[src/rtl/wbr_2_pkg.sv]
// wbr_2_pkg: shared constants for the wbr_2 input wrapper boundary register.
package wbr_2_pkg;
    localparam int WBR2_LEN = 9;
    localparam int ADDR_W   = 6;
endpackage

[src/rtl/wbr_2_cell.sv]
// wbr_cell: one wrapper boundary cell, a shift/capture storage flop plus a core-side hold mux.
// Ports: clk/resetn clock and async active-low reset; se shift enable; si chain input;
//        fi functional input; hold core-side select; q flop value; co core-side value.
module wbr_cell (
    input  logic clk,
    input  logic resetn,
    input  logic se,
    input  logic si,
    input  logic fi,
    input  logic hold,
    output logic q,
    output logic co
);
    always_ff @(posedge clk or negedge resetn)
        if (!resetn) q <= 1'b0;
        else         q <= se ? si : fi;
    assign co = hold ? q : fi;
endmodule

[src/rtl/wbr_2.sv]
// wbr_2: 9-cell input wrapper boundary register (WPSI2 -> MBISTDLOG .. RESET -> WPSO2).
// Ports: resetn async active-low reset; wse_inputs shift(1)/capture(0); hold_inputs core
//        select (1 = cell, 0 = pass-through); CLK wrapper clock; MBISTDLOG, MBISTRUN, ADDR,
//        RESET functional inputs; WPSI2 scan in; WPSO2 scan out; CoreIN_* core-side values;
//        cell_MBISTRUN / cell_MBISTDLOG raw cell flop values.
module wbr_2
    import wbr_2_pkg::*;
(
    input  logic              resetn,
    input  logic              wse_inputs,
    input  logic              hold_inputs,
    input  logic              CLK,
    input  logic              MBISTDLOG,
    input  logic              MBISTRUN,
    input  logic [ADDR_W-1:0] ADDR,
    input  logic              RESET,
    input  logic              WPSI2,
    output logic              WPSO2,
    output logic              CoreIN_MBISTDLOG,
    output logic              CoreIN_MBISTRUN,
    output logic [ADDR_W-1:0] CoreIN_ADDR,
    output logic              CoreIN_RESET,
    output logic              cell_MBISTRUN,
    output logic              cell_MBISTDLOG
);
    // Bit index runs from the chain head (bit 8, MBISTDLOG) down to the tail (bit 0, RESET),
    // so each cell's predecessor is simply the next-higher bit.
    logic [WBR2_LEN-1:0] func, si, q, co;

    assign func = {MBISTDLOG, MBISTRUN, ADDR, RESET};
    assign si   = {WPSI2, q[WBR2_LEN-1:1]};

    genvar i;
    generate
        for (i = 0; i < WBR2_LEN; i++) begin : g_cell
            wbr_cell u_cell (
                .clk    (CLK),
                .resetn (resetn),
                .se     (wse_inputs),
                .si     (si[i]),
                .fi     (func[i]),
                .hold   (hold_inputs),
                .q      (q[i]),
                .co     (co[i])
            );
        end
    endgenerate

    assign WPSO2            = q[0];
    assign CoreIN_MBISTDLOG = co[8];
    assign CoreIN_MBISTRUN  = co[7];
    assign CoreIN_ADDR      = co[6:1];
    assign CoreIN_RESET     = co[0];
    assign cell_MBISTRUN    = q[7];
    assign cell_MBISTDLOG   = q[8];
endmodule

[config.mk]
export PLATFORM = sky130hd
export DESIGN_NAME = wbr_2
export DESIGN_NICKNAME = d
export VERILOG_FILES = /design/src/rtl/wbr_2_pkg.sv /design/src/rtl/wbr_2_cell.sv /design/src/rtl/wbr_2.sv
export SDC_FILE = /design/constraint.sdc
export NUM_CORES = 1
export LEC_CHECK = 0
export ABC_AREA = 1
export CORE_MARGIN = 4
export CORE_UTILIZATION = 37
export CTS_CLUSTER_DIAMETER = 40
export DETAILED_ROUTE_END_ITERATION = 8
export PLACE_DENSITY = 0.76
export SLEW_MARGIN = 20
export SYNTH_ARGS = -nofsm -noshare
export SYNTH_HDL_FRONTEND = slang
export SYNTH_SLANG_ARGS = --single-unit
[constraint.sdc]
create_clock -name CLK -period 0.8 [get_ports CLK]
set_input_delay 0.16 -clock CLK [delete_from_list [all_inputs] [get_ports CLK]]
set_output_delay 0.16 -clock CLK [all_outputs]
set_load 0.05 [all_outputs]
# After elaboration in Yosys (flattened, before gate mapping)
# Index checks and enable logic that the tools add are counted.
[word_totals] ff_bits=9 latchBits=0 ram_bits=0 romBits=0 inputBits=14 wordCells=27 mem_count=0
[op_classes] addsub=0 multipliers=0 n_div=0 order_cmp=0 eq_ne=0 shift=0 n_mux=18 bitwise_logic=0 reduce_logical=0
[ops] cell="1-bit two-way mux" n=18

# Longest topological paths before layout
# Gate-level depths: netlist of run 1.
[depth] ltp_word=1 ltp_mapped=5 ltp_nobuf=3

# Cells and area by module
# Synthesis of run 1 repeated with hierarchy kept, for this count alone.
[hier_totals] cells_unflattened=81 hier_area_um2=495.5
[by_module_without_submodules] module="wbr_cell" n_inst=9 cells_per_inst=9 area_each_um2=55.1

# Worst setup path before layout of run 1
# No wires, ideal clock.
[synth_timing] path_kind="register to output" start="register g_cell[8].u_cell.q" end="output CoreIN_MBISTDLOG" arrival_ns=1.074 required_ns=0.640 path_slack_ns=-0.434 path_stages_with_launch=3 cell_sequence="dfrtp_1 -> nand2_1 -> nand2_1"
[synth_between] elab_chain_len=1
[synth_rtl] element="start: declaration" line_no="wbr_2_cell.sv:11" rtl="output logic q,"
[synth_rtl] element="start signal: assignment" line_no="wbr_2_cell.sv:16" rtl="else q <= se ? si : fi;"
[synth_rtl] element="1-bit two-way mux" line_no="wbr_2_cell.sv:17" rtl="assign co = hold ? q : fi;"
[synth_rtl] element="end: declaration" line_no="wbr_2.sv:19" rtl="output logic CoreIN_MBISTDLOG,"
# No other way between the ends.

# Final worst setup path of run 1
[layout_timing] start="register g_cell[0].u_cell.q" end="output CoreIN_RESET"
[layout_between] elab_chain_len=1
[layout_rtl] element="start: declaration" line_no="wbr_2_cell.sv:11"
[layout_rtl] element="start signal: assignment" line_no="wbr_2_cell.sv:16"
[layout_rtl] element="1-bit two-way mux" line_no="wbr_2_cell.sv:17"
[layout_rtl] element="end: declaration" line_no="wbr_2.sv:22" rtl="output logic CoreIN_RESET,"
# No other way between the ends.

==> results.json, run 1 <==
{
  "finalCritPeriodShare_pct": 141.1,
  "die_h_um": 44.87,
  "cpLargestDelayFamily": "flip-flops",
  "critPathBufInv": 1,
  "clock-sinks": 9,
  "antenna_found_initial": 0,
  "syn2layout_area_growth_pct": 111.4,
  "dp_hpwl_um": 992.7,
  "crit_fanout": 2,
  "cts_hold_buffers": 0,
  "diodes": 0,
  "synth.avg_cell_area_um2": 6.890,
  "initial_core_util_pct": 39.14,
  "maxCapViolCount": 0,
  "ys_ff_latch": 9,
  "p_leak_uw": 0.0005536,
  "vias_per_cell": 4.558,
  "finalSetupViolCount": 12,
  "yosys.area_share.adder_pct": 0,
  "ios": 26,
  "power_density_nw_per_um2": 1552,
  "netlist_area_um2": 503.0,
  "fillers": 85,
  "switchingPower_uw": 565.3,
  "tightest_slew_ns": 0.1517,
  "cts-root-buf": "clkbuf_4",
  "synthCells": 73,
  "reg.largest.list": "g_cell.u_cell.q x9",
  "cpPeakStageDelay_ns": 0.42,
  "grt.total_usage_pct": 15.47,
  "ys_seq_area_share_pct": 44.78,
  "vdd_ir_drop_max_v": 0.001241,
  "status": "complete, but fails checks",
  "synth_cell_types": 5,
  "port_buffers": 25,
  "reg2reg_from": "g_cell[7].u_cell.q",
  "core_um2": 1285,
  "final_nets": 120,
  "yosysTopAreaCell": "dfrtp_1",
  "rsz0062_at_grt": "true",
  "setup_slack_ns": -0.3286,
  "rows": 13,
  "violations": "setup timing",
  "syn_nets": 87,
  "grt_pass1_wl_um": 2214,
  "drc_errors": 0,
  "worstReg2RegEnd": "g_cell[6].u_cell.q",
  "max_freq_mhz": 886.0,
  "switching_share_pct": 34.24,
  "grt_max_degree": 10,
  "synthMuxAreaShare_pct": 0,
  "num_vias": 547,
  "fp.dieW_um": 44.87,
  "start_kind": "register",
  "path_class": "reg2out",
  "max_slew_margin_pct": 89.87,
  "drt_iter0_drc": 7,
  "place_congestion": 0.7427,
  "die-area_um2": 2013,
  "ctsLongestPathBuffers": 2,
  "timing.hold.ws_ns": 0.2228,
  "endpoint_kind": "output pin",
  "power_frac_seq_pct": 31.9,
  "grt_pass1_vias": 514,
  "hold_class": "in2async",
  "finish.utilization_pct": 82.77,
  "synthSimpleGateAreaFrac_pct": 40.30,
  "synth_top_family_by_area": "simple AND/OR/NAND/NOR gates",
  "crit_arrival_ns": 0.97,
  "antenna_left": 0,
  "yosys-top-cells-area": "dfrtp_1, nand2_1, buf_4",
  "wl_per_cell_um": 11.99,
  "htree_num_levels": 1,
  "worst_path_max_delay_cell": "dfrtp_2",
  "cts.clk_slew.worst_paths_ns": 0.06,
  "clockPowerShare_pct": 21.0,
  "drive_above_1_share_pct": 45.71,
  "drt-total-wl_um": 1439,
  "crit_chain": "nand2_2 > nand2_4 > buf_12",
  "slew_violations": 0,
  "first_pass_iters": 4,
  "synth_compound_area_share_pct": 0,
  "period_needed_ns": 1.129,
  "report.final.hold_viol_count": 0,
  "pwr-share-comb_pct": 47.2,
  "cts_tree": "built",
  "ys_warn_count": 0,
  "numCtsBuffers": 3,
  "grt_overflow": 0,
  "ff2ff_setup_slack_ns": 0.05,
  "netlist.area_leader.share_pct": 44.78,
  "top_register": "g_cell.u_cell.q",
  "largest_reg_flops": 9,
  "synth_xor_area_share_pct": 0,
  "r2r_cells": 3,
  "p_int_uw": 1086,
  "cp.required_ns": 0.64,
  "skew_ns": 0.005657,
  "insertion_delay_ns": 0.26
}
-- how the worst max path moves through the flow --
| stage | slack [ns] | startpoint | to | cells past startpoint |
|---|---|---|---|---|
| 3_3_place_gp | -0.53 | hold_inputs | CoreIN_ADDR[5] | 6 |
| 2_1_floorplan | -0.12 | g_cell[8].u_cell.q | CoreIN_MBISTDLOG | 2 |
| 6_report | -0.33 | g_cell[0].u_cell.q | CoreIN_RESET | 3 |
| 5_1_grt | -0.36 | g_cell[8].u_cell.q | CoreIN_MBISTDLOG | 3 |
| 4_1_cts | -0.34 | g_cell[7].u_cell.q | CoreIN_MBISTRUN | 3 |
| 3_5_place_dp | -0.57 | hold_inputs | CoreIN_MBISTRUN | 6 |
-- cell families (layout without fill, tap and decap cells) --
family,Yosys count,after routing
and+or+nand+nor,54,54
buffers and inverters,10,42
DFF,9,9
-- layout by cell type (no fill, tap or decap) --
cell type         n
nand2_1          38
buf_12           15
nand2_2          13
clkdlybuf4s50_1   7
dfrtp_1           6
dlygate4sd2_1     4
buf_4             4
nand2_4           3
clkbuf_4          3
dfrtp_2           3
buf_6             3
inv_6             1
inv_2             1
clkbuf_1          1
bufbuf_16         1
buf_2             1
dlymetal6s2s_1    1
-- synthesized netlist by cell type, drive strengths merged --
| cell type | number |
|---|---|
| dfrtp | 9 |
| nand2 | 54 |
| buf | 8 |
| inv | 2 |
-- per-layer routing --
layer	wire [um]	track usage [%]	part of all wire [%]	vias to the layer above
met5	0	0	0	-
met4	23	8.772	1.6	0
met3	92	2.789	6.4	4
met2	720	25.50	50	20
met1	602	18.86	42	248
li1	-	-	-	275
-- power groups by stage --
stage | sequential, uW | combinational [uW] | clock [uW]
floorplan | 572 | 316 | 0
global placement | 537 | 680 | 0
detailed placement | 538 | 687 | 0
CTS | 527 | 761 | 353
global route | 529 | 817 | 382
finish | 526 | 778 | 346
-- what timing repair did --
| action | 4_1_cts | 5_1_grt |
|---|---|---|
| endpoints found under the setup margin | 12 | 19 |
| cloned | 1 | 0 |
| gates resized for setup | 18 | 6 |
| buffers inserted | 4 | 4 |
| pin swaps | 13 | 8 |
-- stage by stage --
step                power [uW]  setup WS, ns  setup TNS [ns]  cells  instance area, um2
finish                    1651       -0.3286          -3.570    120                1064
global route              1729       -0.3615          -3.959    120                1064
global placement          1217       -0.5262          -6.552    110               923.4
floorplan                887.5       -0.1230         -0.3584     73               543.0
detailed placement        1225       -0.5670          -6.871    110               923.4
CTS                       1641       -0.3433          -3.392    119                1041
-- cell type report --
class                   instances  area (um2)  area share [%]
multi-input cells              54       257.7           24.24
inverters                       2       12.51           1.176
clock buffers                   4       26.28           2.471
flip-flops and latches          9       229.0           21.53
well taps                      15       18.77           1.765
repair buffers                 36       519.2           48.82
Note: power is estimated with default switching activity, not from simulation.
==> inputs of run 2 (changes only) <==
--- a/config.mk
+++ b/config.mk
@@ -10,6 +10,7 @@
 export CORE_UTILIZATION = 37
 export CTS_CLUSTER_DIAMETER = 40
 export DETAILED_ROUTE_END_ITERATION = 8
+export GPL_TIMING_DRIVEN = 0
 export PLACE_DENSITY = 0.76
 export SLEW_MARGIN = 20
 export SYNTH_ARGS = -nofsm -noshare
==> run 2 against run 1 <==
  * The flow still finishes with violations (setup timing)
  * Non-clock buffer count decreased by 4
  * Via count decreased by 3.3%
  * First-iteration DRC count decreased by 14%
  * Worst setup slack improved by 0.015 ns
  * Flip-flop and latch count unchanged
  * Critical path type is now in2out
  * Largest cell class unchanged
  * Largest power group unchanged
==> results.json, run 2 (synthesis results as in run 1) <==
{
  "first_pass_iters": 4,
  "slew_violations": 0,
  "grt.total_usage_pct": 13.40,
  "report.final.hold_viol_count": 0,
  "finalSetupViolCount": 14,
  "dp_hpwl_um": 877.7,
  "worst_path_max_delay_cell": "clkdlybuf4s50_1",
  "max_slew_margin_pct": 72.38,
  "violations": "setup timing",
  "status": "complete, but fails checks",
  "place_inst": 111,
  "maxCapViolCount": 0,
  "power_density_nw_per_um2": 1700,
  "path_class": "in2out",
  "ctsLongestPathBuffers": 2,
  "insertion_delay_ns": 0.26,
  "p_leak_uw": 0.0004717,
  "max_freq_mhz": 898.0,
  "grt_max_degree": 11,
  "clock-sinks": 9,
  "place_area_um2": 792.0,
  "vias_per_cell": 4.560,
  "die-area_um2": 2013,
  "num_vias": 529,
  "wl_per_cell_um": 10.72,
  "antenna_found_initial": 0,
  "port_buffers": 23,
  "hold_class": "in2reg",
  "start_kind": "primary input",
  "antenna_left": 0,
  "htree_num_levels": 1,
  "stdcell_area_um2": 872.1,
  "setup_slack_ns": -0.3136,
  "cpPeakStageDelay_ns": 0.49,
  "critPathBufInv": 2,
  "tightest_slew_ns": 0.4130,
  "fillers": 112,
  "place_ws_ns": -0.9963,
  "grt_pass1_wl_um": 1973,
  "drt_iter0_drc": 6,
  "initial_core_util_pct": 39.14,
  "drt-total-wl_um": 1243,
  "crit_chain": "clkdlybuf4s50_1 > nand2_1 > nand2_4 > buf_8",
  "cpLargestDelayFamily": "buffers and inverters",
  "fin_tns_setup_ns": -3.364,
  "grt_overflow": 0,
  "crit_arrival_ns": 0.95,
  "layout_commonest_cell": "nand2_1",
  "cts-root-buf": "clkbuf_4",
  "rsz0062_at_grt": "true",
  "crit_fanout": 2,
  "drive_above_1_share_pct": 43.56,
  "largest_reg_flops": 9,
  "fin_cells": 116,
  "cts.clk_slew.worst_paths_ns": 0.07,
  "fp.dieW_um": 44.87,
  "vdd_ir_drop_max_v": 0.0009770,
  "timing.hold.ws_ns": 0.1361,
  "skew_ns": 0.01047,
  "endpoint_kind": "output pin",
  "final_cell_mix": "nand2_1, nand2_2, buf_8, buf_4",
  "numCtsBuffers": 3,
  "reg.largest.list": "g_cell.u_cell.q x9",
  "syn2layout_area_growth_pct": 73.38,
  "ios": 26,
  "drc_errors": 0,
  "cp.required_ns": 0.64,
  "final_nets": 116,
  "grt_pass1_vias": 476,
  "period_needed_ns": 1.114,
  "die_h_um": 44.87,
  "top_register": "g_cell.u_cell.q",
  "finalCritPeriodShare_pct": 139.2,
  "diodes": 0,
  "cts_tree": "built",
  "cts_hold_buffers": 0,
  "rows": 13,
  "core_um2": 1285,
  "place_congestion": 0.7034
}
==> run 2: tightest hold or removal path, delay by kind of cell <==
| family | cells | cell delay (ns) |
|---|---|---|
| simple gates | 2 | 0.09 |
| buf+inv | 1 | 0.12 |
==> run 2: power breakdown <==
group | leakage [uW] | internal [uW] | switching, uW | total, uW
sequential | 0.000106 | 497 | 25.6 | 523
combinational | 0.000348 | 258 | 350 | 608
clock | 0.0000177 | 184 | 167 | 352
total | 0.000472 | 940 | 543 | 1480
==> run 2: path summary, 6_finish.rpt <==
path | from | end | slack (ns) | depth (start not counted)
min in group asynchronous | resetn | g_cell[6].u_cell.q | 0.19 | 1
hold / removal | wse_inputs | g_cell[0].u_cell.q | 0.14 | 3
hold reg to reg | g_cell[4].u_cell.q | g_cell[3].u_cell.q | 0.47 | 2
max in group asynchronous | resetn | g_cell[0].u_cell.q | 0.30 | 1
setup reg to reg | g_cell[2].u_cell.q | g_cell[1].u_cell.q | -0.04 | 4
setup / recovery | MBISTRUN | CoreIN_MBISTRUN | -0.31 | 4
==> run 2: per-layer routing <==
metal  part of all wire [%]  vias to the layer above  GRT usage [%]  wire (um)
met5                      0                        -              0          0
met4                   0.48                        0          8.187          6
met3                    8.2                        2          2.390        102
met2                     50                       16          21.20        622
met1                     41                      244          16.87        512
li1                       -                      267              -          -
==> run 2: cell type report <==
class	count	area, um2	share of cell area, %
buffer	2	22.52	2.582
clock buffer	3	22.52	2.582
clock inverter	1	5.005	0.5739
inverter	2	10.01	1.148
multi-input combinational	54	252.7	28.98
sequential	9	229.0	26.26
tap	15	18.77	2.152
timing repair buffer	30	311.5	35.72
==> run 2: through the flow <==
step | utilization, % | total power [uW]
after floorplan | - | 887.5
after global placement | 61.64 | 1075
after detailed placement | 61.64 | 1081
after CTS | 65.53 | 1470
after global routing | 67.87 | 1551
final | 67.87 | 1482
==> run 2: what timing repair did <==
action / in CTS / in global routing
resized for setup: 99 / 4
setup endpoints to repair: 12 / 12
pin swaps: 11 / 2
buffers inserted: 4 / 3
